--- src/rtl/bram_mport_pkg.sv ---
// Shared types and sizing helpers for the multi-port BRAM front end.
package bram_mport_pkg;

    // Controller states: grant, drive the access, wait out read latency,
    // optional write read-back, and capture of the response data.
    typedef enum logic [2:0] {
        ST_IDLE   = 3'd0,
        ST_ISSUE  = 3'd1,
        ST_RWAIT  = 3'd2,
        ST_VERIFY = 3'd3,
        ST_RESP   = 3'd4
    } state_e;

    // Width of the read-latency counter; it only has to count RD_LAT-1
    // wait cycles, but never collapses below one bit.
    function automatic int lat_cnt_w(input int rd_lat);
        if (rd_lat > 2) begin
            return $clog2(rd_lat);
        end else begin
            return 1;
        end
    endfunction

    // Width of a channel index for n requesters (at least one bit).
    function automatic int idx_w(input int n);
        if (n > 1) begin
            return $clog2(n);
        end else begin
            return 1;
        end
    endfunction

endpackage

--- src/rtl/bram_mport_if_rr_arbiter.sv ---
// Round-robin arbiter: grants the first requester above the last-granted
// pointer, wrapping modulo NUM_CH. One-hot grant, zero when disabled.
module rr_arbiter
    import bram_mport_pkg::*;
#(
    parameter int NUM_CH = 2
) (
    input  logic [NUM_CH-1:0]         req,
    input  logic [idx_w(NUM_CH)-1:0]  pointer,
    input  logic                      enable,
    output logic [NUM_CH-1:0]         grant
);

    localparam int IDX_W = idx_w(NUM_CH);

    logic [IDX_W-1:0] idx_s;
    logic             found_s;

    // Scan from pointer+1 upward (wrapping) and take the first requester.
    always_comb begin
        grant   = '0;
        found_s = 1'b0;
        idx_s   = '0;
        for (int off = 1; off <= NUM_CH; off++) begin
            idx_s = IDX_W'((int'(pointer) + off) % NUM_CH);
            if (enable && !found_s && req[idx_s]) begin
                grant[idx_s] = 1'b1;
                found_s      = 1'b1;
            end else begin
                found_s = found_s;
            end
        end
    end

endmodule

--- src/rtl/bram_mport_if.sv ---
// Multi-requester front end for a single BRAM port. Requests are granted
// round-robin, run one at a time through ISSUE / RWAIT / VERIFY / RESP and
// complete with a one-cycle rsp_valid pulse to the owning channel. The
// pulse is registered, so it is seen in the first IDLE cycle after the
// access, where the next grant can already be made.
module bram_mport_if
    import bram_mport_pkg::*;
#(
    parameter int NUM_CH    = 2,
    parameter int DATA_W    = 32,
    parameter int ADDR_W    = 32,
    parameter int RD_LAT    = 1,
    parameter int WR_VERIFY = 0
) (
    input  logic                       axi_clk,
    input  logic                       axi_rst,
    input  logic [NUM_CH-1:0]          req_valid,
    output logic [NUM_CH-1:0]          req_ready,
    input  logic [NUM_CH-1:0]          req_we,
    input  logic [NUM_CH*ADDR_W-1:0]   req_addr,
    input  logic [NUM_CH*DATA_W-1:0]   req_wdata,
    input  logic [NUM_CH*DATA_W/8-1:0] req_wstrb,
    output logic [NUM_CH-1:0]          rsp_valid,
    output logic [DATA_W-1:0]          rsp_rdata,
    output logic                       busy,
    output logic                       clk_BRAM,
    output logic                       rst_BRAM,
    output logic [ADDR_W-1:0]          addr_BRAM,
    output logic [DATA_W-1:0]          dout_BRAM,
    input  logic [DATA_W-1:0]          din_BRAM,
    output logic                       en_BRAM,
    output logic [DATA_W/8-1:0]        we_BRAM
);

    localparam int   IDX_W     = idx_w(NUM_CH);
    localparam int   CNT_W     = lat_cnt_w(RD_LAT);
    localparam int   STRB_W    = DATA_W / 8;
    localparam int   LAST_CNT  = (RD_LAT > 1) ? (RD_LAT - 2) : 0;
    localparam logic VERIFY_ON = (WR_VERIFY == 1);

    // Parameter legality, rejected at elaboration.
    if (NUM_CH < 1 || NUM_CH > 8) begin : g_bad_num_ch
        $error("bram_mport_if: NUM_CH must be in 1..8");
    end
    if (DATA_W < 8 || (DATA_W % 8) != 0) begin : g_bad_data_w
        $error("bram_mport_if: DATA_W must be a positive multiple of 8");
    end
    if (ADDR_W < 1) begin : g_bad_addr_w
        $error("bram_mport_if: ADDR_W must be at least 1");
    end
    if (RD_LAT < 1 || RD_LAT > 4) begin : g_bad_rd_lat
        $error("bram_mport_if: RD_LAT must be in 1..4");
    end
    if (WR_VERIFY != 0 && WR_VERIFY != 1) begin : g_bad_wr_verify
        $error("bram_mport_if: WR_VERIFY must be 0 or 1");
    end

    state_e              state_r;
    state_e              next_s;
    logic [IDX_W-1:0]    ptr_r;
    logic [IDX_W-1:0]    ch_r;
    logic                we_r;
    logic [ADDR_W-1:0]   addr_r;
    logic [CNT_W-1:0]    cnt_r;

    logic [NUM_CH-1:0]   grant_s;
    logic                xfer_s;
    logic [IDX_W-1:0]    gnt_idx_s;
    logic                sel_we_s;
    logic [ADDR_W-1:0]   sel_addr_s;
    logic [DATA_W-1:0]   sel_wdata_s;
    logic [STRB_W-1:0]   sel_wstrb_s;
    logic [NUM_CH-1:0]   rsp_oh_s;
    logic                rsp_fire_s;

    logic                en_r;
    logic [STRB_W-1:0]   we_bram_r;
    logic [ADDR_W-1:0]   addr_bram_r;
    logic [DATA_W-1:0]   dout_bram_r;
    logic [NUM_CH-1:0]   rsp_valid_r;
    logic [DATA_W-1:0]   rsp_rdata_r;

    rr_arbiter #(
        .NUM_CH (NUM_CH)
    ) u_arb (
        .req     (req_valid),
        .pointer (ptr_r),
        .enable  (state_r == ST_IDLE),
        .grant   (grant_s)
    );

    assign req_ready = grant_s;
    assign xfer_s    = (state_r == ST_IDLE) && (grant_s != '0);
    assign busy      = (state_r != ST_IDLE);
    assign clk_BRAM  = axi_clk;
    assign rst_BRAM  = ~axi_rst;
    assign en_BRAM   = en_r;
    assign we_BRAM   = we_bram_r;
    assign addr_BRAM = addr_bram_r;
    assign dout_BRAM = dout_bram_r;
    assign rsp_valid = rsp_valid_r;
    assign rsp_rdata = rsp_rdata_r;

    // Pick out the granted channel's index and request fields.
    always_comb begin
        gnt_idx_s   = '0;
        sel_we_s    = 1'b0;
        sel_addr_s  = '0;
        sel_wdata_s = '0;
        sel_wstrb_s = '0;
        for (int i = 0; i < NUM_CH; i++) begin
            if (grant_s[i]) begin
                gnt_idx_s   = IDX_W'(i);
                sel_we_s    = req_we[i];
                sel_addr_s  = req_addr[i*ADDR_W +: ADDR_W];
                sel_wdata_s = req_wdata[i*DATA_W +: DATA_W];
                sel_wstrb_s = req_wstrb[i*STRB_W +: STRB_W];
            end else begin
                gnt_idx_s = gnt_idx_s;
            end
        end
    end

    // One-hot form of the owning channel for the completion pulse.
    always_comb begin
        rsp_oh_s = '0;
        for (int i = 0; i < NUM_CH; i++) begin
            if (ch_r == IDX_W'(i)) begin
                rsp_oh_s[i] = 1'b1;
            end else begin
                rsp_oh_s[i] = 1'b0;
            end
        end
    end

    // A response is launched from RESP, or straight from ISSUE for an
    // unverified write.
    assign rsp_fire_s = (state_r == ST_RESP) ||
                        ((state_r == ST_ISSUE) && we_r && !VERIFY_ON);

    // State register.
    always_ff @(posedge axi_clk or negedge axi_rst) begin
        if (!axi_rst) begin
            state_r <= ST_IDLE;
        end else begin
            state_r <= next_s;
        end
    end

    // Next-state logic.
    always_comb begin
        next_s = state_r;
        case (state_r)
            ST_IDLE: begin
                if (xfer_s) begin
                    next_s = ST_ISSUE;
                end else begin
                    next_s = ST_IDLE;
                end
            end
            ST_ISSUE: begin
                if (we_r) begin
                    if (VERIFY_ON) begin
                        next_s = ST_VERIFY;
                    end else begin
                        next_s = ST_IDLE;
                    end
                end else if (RD_LAT == 1) begin
                    next_s = ST_RESP;
                end else begin
                    next_s = ST_RWAIT;
                end
            end
            ST_VERIFY: begin
                if (RD_LAT == 1) begin
                    next_s = ST_RESP;
                end else begin
                    next_s = ST_RWAIT;
                end
            end
            ST_RWAIT: begin
                if (cnt_r == CNT_W'(LAST_CNT)) begin
                    next_s = ST_RESP;
                end else begin
                    next_s = ST_RWAIT;
                end
            end
            ST_RESP: begin
                next_s = ST_IDLE;
            end
            default: begin
                next_s = ST_IDLE;
            end
        endcase
    end

    // Request capture, round-robin pointer and read-latency counter.
    always_ff @(posedge axi_clk or negedge axi_rst) begin
        if (!axi_rst) begin
            ptr_r  <= IDX_W'(NUM_CH - 1);
            ch_r   <= '0;
            we_r   <= 1'b0;
            addr_r <= '0;
            cnt_r  <= '0;
        end else begin
            if (xfer_s) begin
                ptr_r  <= gnt_idx_s;
                ch_r   <= gnt_idx_s;
                we_r   <= sel_we_s;
                addr_r <= sel_addr_s;
            end else begin
                ptr_r  <= ptr_r;
                ch_r   <= ch_r;
                we_r   <= we_r;
                addr_r <= addr_r;
            end
            if (state_r == ST_RWAIT && next_s == ST_RWAIT) begin
                cnt_r <= cnt_r + CNT_W'(1);
            end else begin
                cnt_r <= '0;
            end
        end
    end

    // BRAM port registers: loaded for the ISSUE cycle at grant time and for
    // the VERIFY cycle out of ISSUE; zero in every other cycle.
    always_ff @(posedge axi_clk or negedge axi_rst) begin
        if (!axi_rst) begin
            en_r        <= 1'b0;
            we_bram_r   <= '0;
            addr_bram_r <= '0;
            dout_bram_r <= '0;
        end else if (xfer_s) begin
            en_r        <= 1'b1;
            addr_bram_r <= sel_addr_s;
            we_bram_r   <= sel_we_s ? sel_wstrb_s : '0;
            dout_bram_r <= sel_we_s ? sel_wdata_s : '0;
        end else if ((state_r == ST_ISSUE) && we_r && VERIFY_ON) begin
            en_r        <= 1'b1;
            addr_bram_r <= addr_r;
            we_bram_r   <= '0;
            dout_bram_r <= '0;
        end else begin
            en_r        <= 1'b0;
            we_bram_r   <= '0;
            addr_bram_r <= '0;
            dout_bram_r <= '0;
        end
    end

    // Completion pulse and response data; read data is sampled from the
    // BRAM at the end of the RESP cycle.
    always_ff @(posedge axi_clk or negedge axi_rst) begin
        if (!axi_rst) begin
            rsp_valid_r <= '0;
            rsp_rdata_r <= '0;
        end else if (rsp_fire_s) begin
            rsp_valid_r <= rsp_oh_s;
            rsp_rdata_r <= (state_r == ST_RESP) ? din_BRAM : '0;
        end else begin
            rsp_valid_r <= '0;
            rsp_rdata_r <= '0;
        end
    end

endmodule
--- config.mk ---
export PLATFORM = sky130hd
export DESIGN_NAME = bram_mport_if
export DESIGN_NICKNAME = d
export VERILOG_FILES = /design/src/rtl/bram_mport_pkg.sv /design/src/rtl/bram_mport_if_rr_arbiter.sv /design/src/rtl/bram_mport_if.sv
export SDC_FILE = /design/constraint.sdc
export NUM_CORES = 1
export LEC_CHECK = 0
export CORE_AREA = 2 2 109 111
export DETAILED_ROUTE_END_ITERATION = 6
export DIE_AREA = 0 0 111 113
export PLACE_DENSITY = 0.91
export SLEW_MARGIN = 15
export SYNTH_ARGS = -nofsm -noshare
export SYNTH_HDL_FRONTEND = slang
export SYNTH_SLANG_ARGS = --single-unit
--- constraint.sdc ---
create_clock -name axi_clk -period 4 [get_ports axi_clk]
set_clock_uncertainty 0.1 [all_clocks]
set_input_delay 0.6 -clock axi_clk [delete_from_list [all_inputs] [get_ports axi_clk]]
set_output_delay 0.6 -clock axi_clk [all_outputs]
set_load 0.05 [all_outputs]
==> metrics.txt, run 1 <==
Boundary Pins=282; Reg-to-Reg End=addr_BRAM[3]; Seq pwr share=0.308; Power Density=671 nW/um^2; Die Ht=about 110 um; port buffer count=about 280; Hold Vio Cnt, Final=0; Synth Area in Simple Gates=0.0907; Clk pwr share=0.217; Synth Area in Compound Gates=0.175; crit path DAT=2.97 ns; # diodes=0; drt first pass iters=4; Critical Path Fanout Max=2; NetSw=2.06 mW; Tightest Pin Transition=0.757 ns; WS Path Type=clk2out; Distinct cells, synth=33; Iter 0 DRT Violations=154; async set-reset flop share out of synthesis=1.00; Pwr Total=around 4.8 mW; Commonest cells post-synth=108 x dfrtp_1, 35 x a32o_1, 32 x a22o_1, 32 x and2_1; cts hold-fix bufs=0; met2 Track Usage GR=0.407; vias per cell=between 4 and 5; mean post-synth cell area=14.8 sq um; max-slew violations=0; initial antenna violation count=0; share of cells above drive strength 1=0.0615; post-CTS setup buffers=0; Slew headroom=0.496; Int Pwr=2.77 mW; mux share of post-synthesis cell area=0; Worst Reg-to-Reg Cells=4; outcome=finished clean; final-layout fill cell count=836; xor/xnor cell area share of the yosys netlist=0; die area=12500 sq um; area leader, netlist=dfrtp_1; Mapped Area=4010 sq um; RSZ-0062 raised after global routing=false; Mapped Cells=271; fin nets=722; die span in x=~110 um; vias in the first global route=approximately 3900; Min-Delay Path Class=in2async; Max VDD drop=0.000510 V; routed len/inst=19.6 um; hpwl dp=10300 um; Critical R2R Launch=state_r[1]; largest net degree at the start of global routing=just under 70; Switching Share=0.427; ranking of synthesized cells by area=dfrtp_1 67%, a32o_1 8.7%, a22o_1 7.0%; crit end category=primary output; sum of negative setup slack=0 ns; Logic pwr share=0.475; post-CTS sizing=0; first-pass GRT wire length=21100 um; met1 global-route usage=0.235; Total Wirelength=about 14000 um; met3 usage=0.0562; GRT Overall Usage=0.220; Final setup viols=0; EDFF count, synth=0; Leak=3.11 nW; WP data required=around 3.3 ns; Placer Congestion=0.819; DRC viols=0; CTS tree=done; crit start category=clock port; Max Cap Violations=0; Most used DFF post-synth=dfrtp_1; Vias=between 3000 and 4000; adder-cell area share of the yosys netlist=0; gr busiest metal=met2; core area=approximately 11000 sq um; Synth Register Bits=between 100 and 150; share of Yosys cell area claimed by the top area cell type=0.673; site row count=39; clk_lat worst skew=0.45 ns; Initial Util=0.356; Mapped Nets=445; Area growth, synth to finish=79.3%; R2R Setup Slk=1.84 ns; sequential share of the synthesized area=0.680; Overflow after GRT=0; largest family of logic cells by synthesized area=compound AO/OA/AOI/OAI gates; Synth warnings=0; clock-pin slew on the worst setup and hold paths=about 0.07 ns; post-route ant nets=0; most numerous cell in the Yosys netlist=dfrtp_1
flip-flops by register name, indices dropped and copies added (netlist names):
register	flops
addr_BRAM	32
ch_r	1
cnt_r	1
dout_BRAM	32
ptr_r	1
rsp_rdata	32
rsp_valid	2
state_r	3
we_BRAM	4
we_r	1
routing by layer:
layer / share of wire / vias to the layer above
met5: 0 / -
met4: 0.032 / 0
met3: 0.060 / 32
met2: 0.55 / 174
met1: 0.35 / 1701
li1: - / 1547
metrics by stage:
stage           util  cell area, sq um  instances  setup WS, ns  hold slack, ns
6_report       0.638              7200        696         0.334           0.171
5_1_grt        0.638              7200        696         0.317           0.221
4_1_cts        0.638              7200        696         0.323           0.191
3_5_place_dp   0.608              6850        677         0.628           0.332
3_3_place_gp   0.608              6850        677         0.628           0.318
2_1_floorplan      -              4010        271          1.13           0.204
how the worst max path moves through the flow:
stage,from,to
2_1_floorplan,axi_clk,clk_BRAM
3_3_place_gp,axi_clk,clk_BRAM
3_5_place_dp,axi_clk,clk_BRAM
4_1_cts,axi_clk,clk_BRAM
5_1_grt,axi_clk,clk_BRAM
6_report,axi_clk,clk_BRAM
worst max-delay path, stage by stage:
cell and delay, ns:
clkbuf_16 0.12, clkbuf_16 0.13, clkdlybuf4s50_1 0.71
cells in the final DEF, fill, tap and decap left out, types with 3 or more instances in the layout:
cell type | synthesis | routed
clkdlybuf4s50_1 | 0 | 279
dfrtp_1 | 108 | 108
a32o_1 | 35 | 35
a22o_1 | 32 | 32
and2_1 | 32 | 32
clkbuf_16 | 0 | 12
buf_4 | 6 | 8
nand2_1 | 4 | 4
inv_1 | 4 | 4
nor2_1 | 3 | 3
nand2b_1 | 3 | 3
clkinv_2 | 0 | 3
cell families after synthesis:
group | after synthesis
flip-flops | 109
AO/OA/AOI/OAI | 77
AND/OR/NAND/NOR | 56
buffers and inverters | 28
other | 1
power by group through the flow:
stage          Combinational [mW]  Sequential (mW)  Clock, mW
2_1_floorplan               0.568             2.41     0.0539
3_3_place_gp                 2.26             1.50     0.0577
3_5_place_dp                 2.31             1.51     0.0577
4_1_cts                      2.32             1.49       1.08
5_1_grt                      2.39             1.52       1.12
6_report                     2.29             1.49       1.05
cell type report:
| type | instances | area, sq um | area share |
|---|---|---|---|
| Timing Repair Buffer | 286 | 2840 | 0.395 |
| Sequential cell | 109 | 2730 | 0.379 |
| Multi-Input combinational cell | 134 | 1070 | 0.149 |
| Clock buffer | 13 | 310 | 0.0431 |
| Tap cell | 143 | 179 | 0.0249 |
| Clock inverter | 7 | 48.8 | 0.00678 |
| Inverter | 4 | 15.0 | 0.00209 |
No activity file was read; power rests on OpenSTA's default activity.
==> run 2: changes to the inputs <==
Settings changed: CAP_MARGIN set to 20.
==> results of run 2 <==
Final layout, timing and power as in run 1 (identical DEF).
